## src/rtl/wb_stage_if.sv

```systemverilog
`default_nettype none
// ============================================================================
//  Module   : wb_stage_if
//  Purpose  : Memory-stage to write-back-stage instruction handshake bundle.
//  Revision : 1.0 - initial release
// ============================================================================
interface wb_stage_if;
    logic        ms_valid;
    logic        ms_ready;
    logic [31:0] ms_pc;
    logic [4:0]  ms_rd;
    logic        ms_gr_we;
    logic        ms_is_load;
    logic [2:0]  ms_ld_op;
    logic [1:0]  ms_addr_lo;
    logic [31:0] ms_result;

    modport master (
        output ms_valid, ms_pc, ms_rd, ms_gr_we, ms_is_load,
               ms_ld_op, ms_addr_lo, ms_result,
        input  ms_ready
    );

    modport slave (
        input  ms_valid, ms_pc, ms_rd, ms_gr_we, ms_is_load,
               ms_ld_op, ms_addr_lo, ms_result,
        output ms_ready
    );
endinterface
`default_nettype wire

```

## src/rtl/wb_stage.sv

```systemverilog
`default_nettype none
// ============================================================================
//  Module   : wb_stage
//  Purpose  : Pipeline write-back stage: commits ALU results and aligned load
//             data to the register file and counts retired instructions.
//             Optional trace outputs enabled by macro WB_DEBUG_TRACE_EN.
//  Revision : 1.0 - initial release
// ============================================================================
module wb_stage (
    input  wire         aclk,
    input  wire         areset,
    wb_stage_if.slave   ms,
    input  wire         data_ok,
    input  wire  [31:0] rdata,
    output logic [4:0]  rd_wb,
    output logic        reg_write_en,
    output logic [31:0] reg_write_data,
    output logic        ws_busy,
    output logic [31:0] inst_retired
`ifdef WB_DEBUG_TRACE_EN
    ,
    output logic [31:0] debug_wb_pc,
    output logic [3:0]  debug_wb_rf_we,
    output logic [4:0]  debug_wb_rf_wnum,
    output logic [31:0] debug_wb_rf_wdata
`endif
);

    typedef enum logic [1:0] {
        S_IDLE = 2'd0,
        S_HOLD = 2'd1,
        S_WAIT = 2'd2
    } state_t;

    localparam logic [2:0] c_LD_B  = 3'd1;
    localparam logic [2:0] c_LD_H  = 3'd2;
    localparam logic [2:0] c_LD_BU = 3'd3;
    localparam logic [2:0] c_LD_HU = 3'd4;

    state_t      r_state;
    state_t      w_state_next;
    logic [4:0]  r_rd;
    logic        r_gr_we;
    logic [2:0]  r_ld_op;
    logic [1:0]  r_addr_lo;
    logic [31:0] r_result;
    logic [31:0] r_inst_retired;

    logic        w_accept;
    logic        w_load_done;
    logic        w_retire;
    logic [7:0]  w_byte;
    logic [15:0] w_half;
    logic [31:0] w_load_data;

    assign w_load_done = (r_state == S_WAIT) && data_ok;
    assign ms.ms_ready = (r_state != S_WAIT) || data_ok;
    assign w_accept    = ms.ms_valid && ms.ms_ready;
    assign w_retire    = (r_state == S_HOLD) || w_load_done;
    assign ws_busy     = (r_state == S_WAIT) && !data_ok;

    always_comb begin
        w_state_next = r_state;
        if (w_accept) begin
            w_state_next = ms.ms_is_load ? S_WAIT : S_HOLD;
        end else if (r_state == S_HOLD || w_load_done) begin
            w_state_next = S_IDLE;
        end
    end

    always_ff @(posedge aclk) begin
        if (areset) begin
            r_state   <= S_IDLE;
            r_rd      <= 5'd0;
            r_gr_we   <= 1'b0;
            r_ld_op   <= 3'd0;
            r_addr_lo <= 2'd0;
            r_result  <= 32'd0;
        end else begin
            r_state <= w_state_next;
            if (w_accept) begin
                r_rd      <= ms.ms_rd;
                r_gr_we   <= ms.ms_gr_we;
                r_ld_op   <= ms.ms_ld_op;
                r_addr_lo <= ms.ms_addr_lo;
                r_result  <= ms.ms_result;
            end
        end
    end

    always_ff @(posedge aclk) begin
        if (areset) begin
            r_inst_retired <= 32'd0;
        end else if (w_retire) begin
            r_inst_retired <= r_inst_retired + 32'd1;
        end
    end

    always_comb begin
        w_byte = rdata[7:0];
        case (r_addr_lo)
            2'd1:    w_byte = rdata[15:8];
            2'd2:    w_byte = rdata[23:16];
            2'd3:    w_byte = rdata[31:24];
            default: w_byte = rdata[7:0];
        endcase
        // halfword selection looks only at bit 1; bit 0 is a don't-care
        w_half = r_addr_lo[1] ? rdata[31:16] : rdata[15:0];
    end

    always_comb begin
        case (r_ld_op)
            c_LD_B:  w_load_data = {{24{w_byte[7]}}, w_byte};
            c_LD_H:  w_load_data = {{16{w_half[15]}}, w_half};
            c_LD_BU: w_load_data = {24'd0, w_byte};
            c_LD_HU: w_load_data = {16'd0, w_half};
            default: w_load_data = rdata;
        endcase
    end

    always_comb begin
        reg_write_en   = w_retire && r_gr_we && (r_rd != 5'd0);
        reg_write_data = 32'd0;
        if (reg_write_en) begin
            reg_write_data = (r_state == S_HOLD) ? r_result : w_load_data;
        end
    end

    assign rd_wb        = r_rd;
    assign inst_retired = r_inst_retired;

`ifdef WB_DEBUG_TRACE_EN
    logic [31:0] r_pc;

    always_ff @(posedge aclk) begin
        if (areset) begin
            r_pc <= 32'd0;
        end else if (w_accept) begin
            r_pc <= ms.ms_pc;
        end
    end

    assign debug_wb_pc       = r_pc;
    assign debug_wb_rf_we    = {4{reg_write_en}};
    assign debug_wb_rf_wnum  = rd_wb;
    assign debug_wb_rf_wdata = reg_write_data;
`else
    // PC is only consumed by the trace outputs
    logic w_unused_pc;
    assign w_unused_pc = ^ms.ms_pc;
`endif

endmodule
`default_nettype wire

```

## src/flat_wrapper.sv

```systemverilog
// flat-port wrapper written by rule: the top's interface ports become plain ports
module wb_stage_flat 
  (aclk, areset, data_ok, rdata, rd_wb, reg_write_en, reg_write_data, ws_busy, inst_retired, ms_ms_valid, ms_ms_pc, ms_ms_rd, ms_ms_gr_we, ms_ms_is_load, ms_ms_ld_op, ms_ms_addr_lo, ms_ms_result, ms_ms_ready);
  wb_stage_if ms_i ();
  input  wire aclk;
  input  wire areset;
  input  wire data_ok;
  input  wire  [31:0] rdata;
  output logic [4:0] rd_wb;
  output logic reg_write_en;
  output logic [31:0] reg_write_data;
  output logic ws_busy;
  output logic [31:0] inst_retired;
  input wire logic [$bits(ms_i.ms_valid)-1:0] ms_ms_valid;
  input wire logic [$bits(ms_i.ms_pc)-1:0] ms_ms_pc;
  input wire logic [$bits(ms_i.ms_rd)-1:0] ms_ms_rd;
  input wire logic [$bits(ms_i.ms_gr_we)-1:0] ms_ms_gr_we;
  input wire logic [$bits(ms_i.ms_is_load)-1:0] ms_ms_is_load;
  input wire logic [$bits(ms_i.ms_ld_op)-1:0] ms_ms_ld_op;
  input wire logic [$bits(ms_i.ms_addr_lo)-1:0] ms_ms_addr_lo;
  input wire logic [$bits(ms_i.ms_result)-1:0] ms_ms_result;
  output wire logic [$bits(ms_i.ms_ready)-1:0] ms_ms_ready;
  assign ms_i.ms_valid = ms_ms_valid;
  assign ms_i.ms_pc = ms_ms_pc;
  assign ms_i.ms_rd = ms_ms_rd;
  assign ms_i.ms_gr_we = ms_ms_gr_we;
  assign ms_i.ms_is_load = ms_ms_is_load;
  assign ms_i.ms_ld_op = ms_ms_ld_op;
  assign ms_i.ms_addr_lo = ms_ms_addr_lo;
  assign ms_i.ms_result = ms_ms_result;
  assign ms_ms_ready = ms_i.ms_ready;
  wb_stage u_core (.aclk(aclk), .areset(areset), .ms(ms_i), .data_ok(data_ok), .rdata(rdata), .rd_wb(rd_wb), .reg_write_en(reg_write_en), .reg_write_data(reg_write_data), .ws_busy(ws_busy), .inst_retired(inst_retired));
endmodule
```

## config.mk

```make
export PLATFORM = sky130hd
export DESIGN_NAME = wb_stage_flat
export DESIGN_NICKNAME = d
export VERILOG_FILES = /design/src/rtl/wb_stage_if.sv /design/src/rtl/wb_stage.sv /design/src/flat_wrapper.sv
export SDC_FILE = /design/constraint.sdc
export NUM_CORES = 1
export LEC_CHECK = 0
export ABC_AREA = 1
export CAP_MARGIN = 0
export CORE_ASPECT_RATIO = 1.1
export CORE_MARGIN = 3
export CORE_UTILIZATION = 40
export DETAILED_ROUTE_END_ITERATION = 16
export GPL_TIMING_DRIVEN = 0
export PLACE_DENSITY = 0.85
export REMOVE_ABC_BUFFERS = 1
export SYNTH_ARGS = -nofsm -noshare
export SYNTH_HDL_FRONTEND = slang
export SYNTH_SLANG_ARGS = --single-unit
```

## constraint.sdc

```tcl
create_clock -name aclk -period 1.5 [get_ports aclk]
set_clock_uncertainty 0.15 [all_clocks]
set_input_delay 0.15 -clock aclk [delete_from_list [all_inputs] [get_ports aclk]]
set_output_delay 0.15 -clock aclk [all_outputs]
set_load 0.02 [all_outputs]
```

==> impl_summary.md, run 1 <==
Status
The flow ran to the end, but the final reports show violations. The checks that failed: negative setup slack.

Power and ir drop
Total power for the finished layout comes to 6.54 mW. The leakage power is 3.59 nW. IR analysis of the VDD net gives a maximum drop of 0.507 mV.

The power per standard cell area is 766 mW/mm².

Critical path
On the critical path the largest part of the delay comes from compound AO/OA/AOI/OAI gates. The worst setup slack for register-to-register paths is -0.33 ns. The worst setup path is of the reg2out kind. The delay of the slowest cell on the worst path is 0.60 ns. On the critical path, the stage with the largest delay is an instance of o21ai_0. The kind of end point of the critical path is a primary output. The top fanout value on the critical path is 15. The dominant cell type by count on the critical path is buf_6. The count of buffering cells on the critical path with inverters included is 3.

The critical path goes through inv_8, buf_6, nand2_4, o21ai_0, a21oi_2, buf_6. For the worst setup path, the data arrival time is 1.97 ns. Data on the critical path is required at its endpoint by 1.20 ns.

The worst setup path is launched from a register.

Routing
Summing over every cut layer, the via total after detailed routing is 6,714. In the routed design, unresolved DRC markers number 0. The first-pass iteration count of the detailed router is 8. The total detailed-routing wirelength is 25,600 µm.

Using the TritonRoute via totals, the vias-per-cell ratio works out to 5.94. The count of nets left with antenna violations after detail routing is 0. The first routing iteration left 951 violations. In the final routed layout, each cell accounts on average for 22.6 µm.

Floorplan
Measured along the y axis, the die boundary spans 120 µm. The row count is 41. The initial utilization of the core area, before any placement, comes to 41.1%. In this run the count of I/O pins placed on the die edge is 184. From left edge to right edge, the die measures 110 µm. After floorplanning, the core was sized to cover 0.0115 mm². The die outline area is 0.0132 mm².

Timing
Final hold analysis gives a worst-case slack of 0.267 ns. The final hold violation count is 0. The highest clock rate is 441 MHz.

Setup repair after global routing could not meet its margin everywhere. The slew at the pin closest to its max-slew limit is 0.745 ns. Of the available clock period, the critical path in the final layout requires 151%. The setup-violating endpoint count in the final report is 96. The final critical path time including I/O delays and setup is 2.27 ns. The relative slew slack is 50.3%. Across all setup checks in the final design, the least slack found is -0.767 ns. The final max-slew violation count came to 0.

Place
In this run the tool buffered the top-level ports with 151 buffer cells. Before CTS, the worst setup slack after placement is -2.16 ns. Counting tap cells, the placed design contains a total of 1,030 instances. Summing all placed instances gives a cell area of 0.00627 mm².

The HPWL reported at the end of detailed placement is 10,400 µm. The weighted congestion reported at the end of routability-driven placement is 0.948.

Logic synthesis
The count of flip-flops with a built-in enable after synthesis is 0. The predominant post-synthesis flop cell is dfxtp_1. The mean area per synthesized cell is 6.20 µm². The Yosys step of the flow raised 0 warnings. The number of distinct library cells after synthesis is 38. The cell area that synthesis handed to floorplanning was 0.00474 mm². After synthesis, flip-flops and latches occupy 32.5% of the total area. The number of storage elements in the synthesis netlist is 77. The share of synthesized registers carrying an async set or reset is 0%. Synthesis produced a netlist whose cell count is 764.

Cells and area
Registers take 0.00163 mm². The number of fill cells is 727. Leaving out fill and tap cells, the most frequent cell in the layout is nand2_1.

Summing all multi-input logic gate instances after layout gives 0.00373 mm². The antenna diode count is 0. The post-synthesis to final-layout area growth is 80.3%. For this run, the post-layout net count is 1,089. The post-layout instance count excluding filler cells is 1,131. Leaving out fill and tap cells, the most frequent cells in the layout are nand2_1 (116), nor2_1 (92), clkdlybuf4s50_1 (77). The post-route netlist has 37.3% of its cells at a drive strength greater than 1. The summed area of non-filler cells in the final layout is 0.00855 mm².

Clock tree
The clock tree from TritonCTS is yes. The number of buffers inserted during clock tree synthesis is 9. At the later pin of the worst-skew pair, clock insertion delay measures 0.34 ns.

The clock passes through at most 2 buffers. In this run, post-CTS hold repair placed 0 buffers. In this run the number of H-tree levels came out at 3. The clock drives 77 sinks. The cell sitting at the root of the clock tree is a clkbuf_16. After clock tree synthesis, the clock-pin slew on the worst setup and hold paths is 0.08 ns.

Flow run
Max-cap violations in this run came to 0.

Global routing
The wire length of the first global-routing pass is 30,700 µm. The global-route met1 utilization is 34.4%. The busiest layer in global routing is met2.

The met3 global-route usage is 8.61%. The initial antenna violation count was 2. For this run the aggregate overflow at the end of global routing stands at 0. For this run, the total global-route usage over all layers was measured as 30.4%.

Global routing used 49.7% of the available met2 tracks. The number of global-route vias before repair is 5,921. The pin count of the biggest net entering global routing is 45.

Min path
The worst min-delay path category is in2reg.
[registers in the layout (all words and copies together) (netlist names)]
register,count
u_core.r_result,32
u_core.r_addr_lo,2
u_core.r_gr_we,1
u_core.r_ld_op,3
u_core.rd_wb,5
u_core.inst_retired,32
u_core.r_state,2
[worst paths after layout]
kind | startpoint | depth (start not counted) | to
worst max register to register | u_core.r_state[1] | 6 | u_core.r_result[18]
worst min register to register | u_core.r_result[29] | 2 | u_core.r_result[29]
worst max-delay path | u_core.r_state[1] | 6 | reg_write_data[25]
worst min-delay path | ms_ms_result[31] | 3 | u_core.r_result[31]
[where the power goes]
group | switching, mW | internal [mW] | total, mW | leakage [nW]
Sequential | 0.119 | 2.12 | 2.24 | 0.653
Combinational | 1.10 | 0.786 | 1.89 | 2.78
Clock | 0.959 | 1.46 | 2.42 | 0.156
Total | 2.18 | 4.37 | 6.54 | 3.59
[worst reg2reg max path, stage by stage (launching register included)]
cell,delay (ns)
dfxtp_4,0.41
nand3b_1,0.16
buf_4,0.18
buf_6,0.14
nand2_8,0.18
o21ai_1,0.12
nor2_1,0.37
[logic make-up after synthesis]
logic type / after synthesis / synth area share [%]
and+or+nand+nor: 390 / 35.7
AOI/OAI and AO/OA: 183 / 21.0
buffers and inverters: 111 / 10.1
DFF: 77 / 32.5
xor gates and xnor gates: 2 / 0.370
adders and majority gates: 1 / 0.264
[metal layers]
layer / share of wire [%] / up-vias
met5: 0.035 / -
met4: 8.8 / 2
li1: - / 2922
met2: 45 / 532
met3: 13 / 183
met1: 33 / 3075
[synth_stat cells, types with 10 or more instances]
master,n,share of area [%]
a21oi_1,51,5.4
a21oi_2,10,1.8
buf_2,12,1.3
clkbuf_1,14,1.1
dfxtp_1,77,33
inv_1,70,5.5
nand2_1,154,12
nand3_1,31,3.3
nor2_1,153,12
o211ai_1,13,2.1
o21ai_0,94,9.9
o21ai_1,11,1.2
[through the flow]
stage	TNS, ns	utilization (%)
after floorplan	-76.63	-
after global placement	-183.94	54.1
after detailed placement	-149.53	54.3
after CTS	-17.89	65.3
after global routing	-31.56	74.0
final	-25.39	74.0
[cell type report]
class / count / area share, %
clock buffer: 10 / 2.68
clock inverter: 6 / 1.02
inverter: 75 / 4.14
multi-input combinational: 587 / 43.7
sequential: 77 / 19.1
tap: 150 / 2.20
timing repair buffer: 218 / 25.5
timing repair inverter: 8 / 1.61
[what timing repair did]
item / 4_1_cts / 5_1_grt
setup endpoints to repair: 149 / 109
cloned: 15 / 5
pin swaps: 44 / 53
resized for setup: 387 / 226
setup buffers: 43 / 26
No activity file was read; power rests on OpenSTA's default activity.
==> run 2, diff against run 1 <==
--- a/config.mk
+++ b/config.mk
@@ -9,11 +9,13 @@
 export CAP_MARGIN = 0
 export CORE_ASPECT_RATIO = 1.1
 export CORE_MARGIN = 3
-export CORE_UTILIZATION = 40
+export CORE_UTILIZATION = 41
+export CTS_BUF_LIST = sky130_fd_sc_hd__clkbuf_4
 export DETAILED_ROUTE_END_ITERATION = 16
 export GPL_TIMING_DRIVEN = 0
-export PLACE_DENSITY = 0.85
+export PLACE_DENSITY = 0.87
 export REMOVE_ABC_BUFFERS = 1
+export SLEW_MARGIN = 20
 export SYNTH_ARGS = -nofsm -noshare
 export SYNTH_HDL_FRONTEND = slang
 export SYNTH_SLANG_ARGS = --single-unit
==> run 2 against run 1 <==
Compared with the run above: the run still ends with negative setup slack left; routed wire length down 1.7%; power decreased by 11%; register-to-register slack worse by 0.02 ns; via count rose by 1.7%; critical path depth increased by 2; die area fell by 2.3%; first-iteration DRC count rose by 11%; count of clock-buffer cells in the layout unchanged.
==> impl_summary.md, run 2 (same netlist as run 1, synthesis figures left out) <==
Place
The weighted congestion reported at the end of routability-driven placement is 0.912 (-3.8%). The HPWL reported at the end of detailed placement is 11,100 µm (+6.4%). The standard cell area after detailed placement is 0.00628 mm² (+0.26%). The number of port buffers came to 151 (unchanged).

Critical path
The worst reg-to-reg path cell count is 9 (+3). Walking the worst path, the cells encountered are buf_6, nand2_1, o21ai_1, o211ai_1, o21ai_1, o21ai_1, inv_1, buf_2. The count of buffering cells on the critical path with inverters included is 3 (unchanged). The top fanout value on the critical path was 15 (unchanged).

The data required time of the worst path was 1.20 ns (about the same). On the critical path, the stage with the largest delay is an instance of dfxtp_4. The kind of start point of the critical path is a register. The cell family contributing the most delay on the critical path is compound AO/OA/AOI/OAI gates. The dominant cell type by count on the critical path is o21ai_1. The kind of end point of the critical path is a primary output. The total number of cells along the worst setup path came to 8 (+2). The category of the most critical setup path is reg2out.

The delay of the slowest cell on the worst path was 0.46 ns (-0.14 ns). The endpoint arrival time on the critical path was 2.16 ns (+0.19 ns).

Timing
The relative slew slack is 58.8% (+8.5 points). The post-layout worst setup margin is -0.962 ns (-0.195 ns). The final hold violation count is 0 (unchanged).

The slew at the pin closest to its max-slew limit is 0.617 ns (-0.128 ns). Setup repair after global routing could not meet its margin everywhere. The setup-violating endpoint count in the final report is 112 (+17%). The final critical path time including I/O delays and setup is 2.46 ns (+0.195 ns). The final max-slew violation count came to 0 (unchanged). The highest clock rate was 406 MHz (-7.9%).

The aggregate negative setup slack is -35.85 ns (-10.45 ns). The post-route clock period utilization is 164% (+13 points).

Cells and area
The post-layout net count is 1,095 (+0.55%). The antenna diode count came to 0 (unchanged). The post-synthesis to final-layout area growth is 81.4%. In the layout the commonest cells are nand2_1 (130), nor2_1 (102), clkdlybuf4s50_1 (78).

The fraction of final layout cells sized beyond drive strength 1 came to 42.6% (+5.2 points). The summed area of non-filler cells in the final layout is 0.00860 mm² (+0.59%). The library cell used most frequently in the layout, excluding fill and tap cells, is nand2_1.

Routing
The total detailed-routing wirelength came to 25,100 µm (-1.7%). The count of nets left with antenna violations after detail routing is 0 (unchanged). The first-pass iteration count of the detailed router was 7 (-1). The average vias per placed instance is 6.02 (+1.4%). The mean routed wirelength per cell is 22.2 µm (-1.9%). The total DRC errors in the routed layout is 0 (unchanged). The initial DRC count came to 1,055 (+11%). The via count is 6,828 (+1.7%).

Floorplan
The area of the core was 0.0111 mm² (-3.7%). The effective utilization at floorplan is 42.7% (+1.6 points). The vertical die dimension is 119 µm (-1.2%). The die outline area is 0.0129 mm² (-2.3%).

The die width is 109 µm (-1.2%). The number of top-level pins is 184 (unchanged). The row count is 40 (-2.4%).

Status
The flow ran to the end, but the final reports show violations. The final reports fail on negative setup slack.

Clock tree
The insertion delay of the later-clocked pin in the worst-skew pair was 0.44 ns (+0.10 ns). The clock root buffer master is clkbuf_4. The number of buffers between clock root and the deepest sink is 2 (unchanged).

The clock tree from TritonCTS is yes. The clock-pin slew on the worst setup and hold paths is 0.15 ns (+0.07 ns). The CTS H-tree depth is 3 (unchanged).

The number of clock sinks came to 77 (unchanged). The number of buffers inserted during clock tree synthesis is 9 (unchanged).

Global routing
The combined global-route utilization of all metal layers was 32.7% (+2.4 points). The total global routing overflow is 0 (unchanged). The pin count of the biggest net entering global routing is 41 (-8.9%).

The number of global-route vias before repair is 6,444 (+8.8%). The wire length of the first global-routing pass is 32,900 µm (+7.2%). The initial antenna violation count was 2 (unchanged).

Power and ir drop
The maximum resistive drop on vdd came to 0.404 mV (-20%). The power per standard cell area is 679 mW/mm² (-11%). The leakage power is 3.44 nW (-4.2%).

The power after layout was 5.83 mW (-11%).

Min path
The tightest min-delay check is of the in2reg type. The number of instances on the worst hold path came to 3 (unchanged).

Flow run
The count of maximum capacitance violations was 0 (unchanged).
[run 2: cell count changes in the layout (fill, tap and decap cells not counted), sizes merged, moves of 3 or more]
cell           delta
clkbuf           +13
dlygate4sd2      -36
buf               +9
clkdlybuf4s15    +23
nand2             -3
[run 2: final timing paths]
| kind | start | endpoint | slack, ns |
|---|---|---|---|
| worst max register to register | u_core.r_state[0] | u_core.inst_retired[8] | -0.35 |
| worst min register to register | u_core.inst_retired[11] | u_core.inst_retired[11] | 0.34 |
| worst min-delay path | ms_ms_result[10] | u_core.r_result[10] | 0.15 |
| worst max-delay path | u_core.r_addr_lo[1] | reg_write_data[3] | -0.96 |
[run 2: where the power goes]
part | internal (mW) | switching, mW | leakage [nW]
combinational | 0.920 | 1.16 | 2.70
sequential | 2.13 | 0.130 | 0.653
clock | 0.680 | 0.813 | 0.0852
[run 2: layout make-up]
cell class                      instances  area (µm²)
Inverter                               75         380
Sequential cell                        77        1620
Clock inverter                          6        77.6
Clock buffer                           10        75.1
Fill cell                             679        2510
Tap cell                              147         184
Multi-Input combinational cell        583        3720
Timing Repair Buffer                  227        2360
Timing Repair inverter                  9         168
[run 2: stage by stage]
stage | instances | worst slack (ns) | utilization (%) | hold slack, ns
2_1_floorplan | 728 | -0.995 | - | 0.0691
3_3_place_gp | 1026 | -2.15 | 56.2 | 0.307
3_5_place_dp | 1028 | -2.19 | 56.6 | 0.309
4_1_cts | 1113 | -0.736 | 70.9 | 0.120
5_1_grt | 1134 | -1.12 | 77.4 | 0.140
6_report | 1134 | -0.962 | 77.4 | 0.149
[run 2: worst reg2reg max path: cells and delay by family (launching register included)]
kind / cells / cell delay (ns)
flip-flops: 1 / 0.41
AND/OR/NAND/NOR: 3 / 0.42
AO/OA/AOI/OAI: 1 / 0.12
buffers and inverters: 5 / 0.68
[run 2: routing by layer]
layer / wire length [µm] / global-route usage (%)
met5: 23 / 0
met4: 2150 / 21.5
met3: 3250 / 9.89
met2: 11400 / 53.7
met1: 8370 / 35.9
[run 2: repair_timing]
action                                  in CTS  in global routing
hold endpoints to repair                     0                  0
endpoints found under the setup margin     149                141
buffers inserted                            51                 21
resized for setup                          521                204
hold buffers                                 0                  0
pin swaps                                   35                 43
gates cloned                                18                  6
==> run 3, diff against run 2 <==
--- a/config.mk
+++ b/config.mk
@@ -11,6 +11,7 @@
 export CORE_MARGIN = 3
 export CORE_UTILIZATION = 41
 export CTS_BUF_LIST = sky130_fd_sc_hd__clkbuf_4
+export CTS_CLUSTER_DIAMETER = 60
 export DETAILED_ROUTE_END_ITERATION = 16
 export GPL_TIMING_DRIVEN = 0
 export PLACE_DENSITY = 0.87
==> results of run 3 <==
No change in the layout: final DEF, timing and power equal those of run 2.
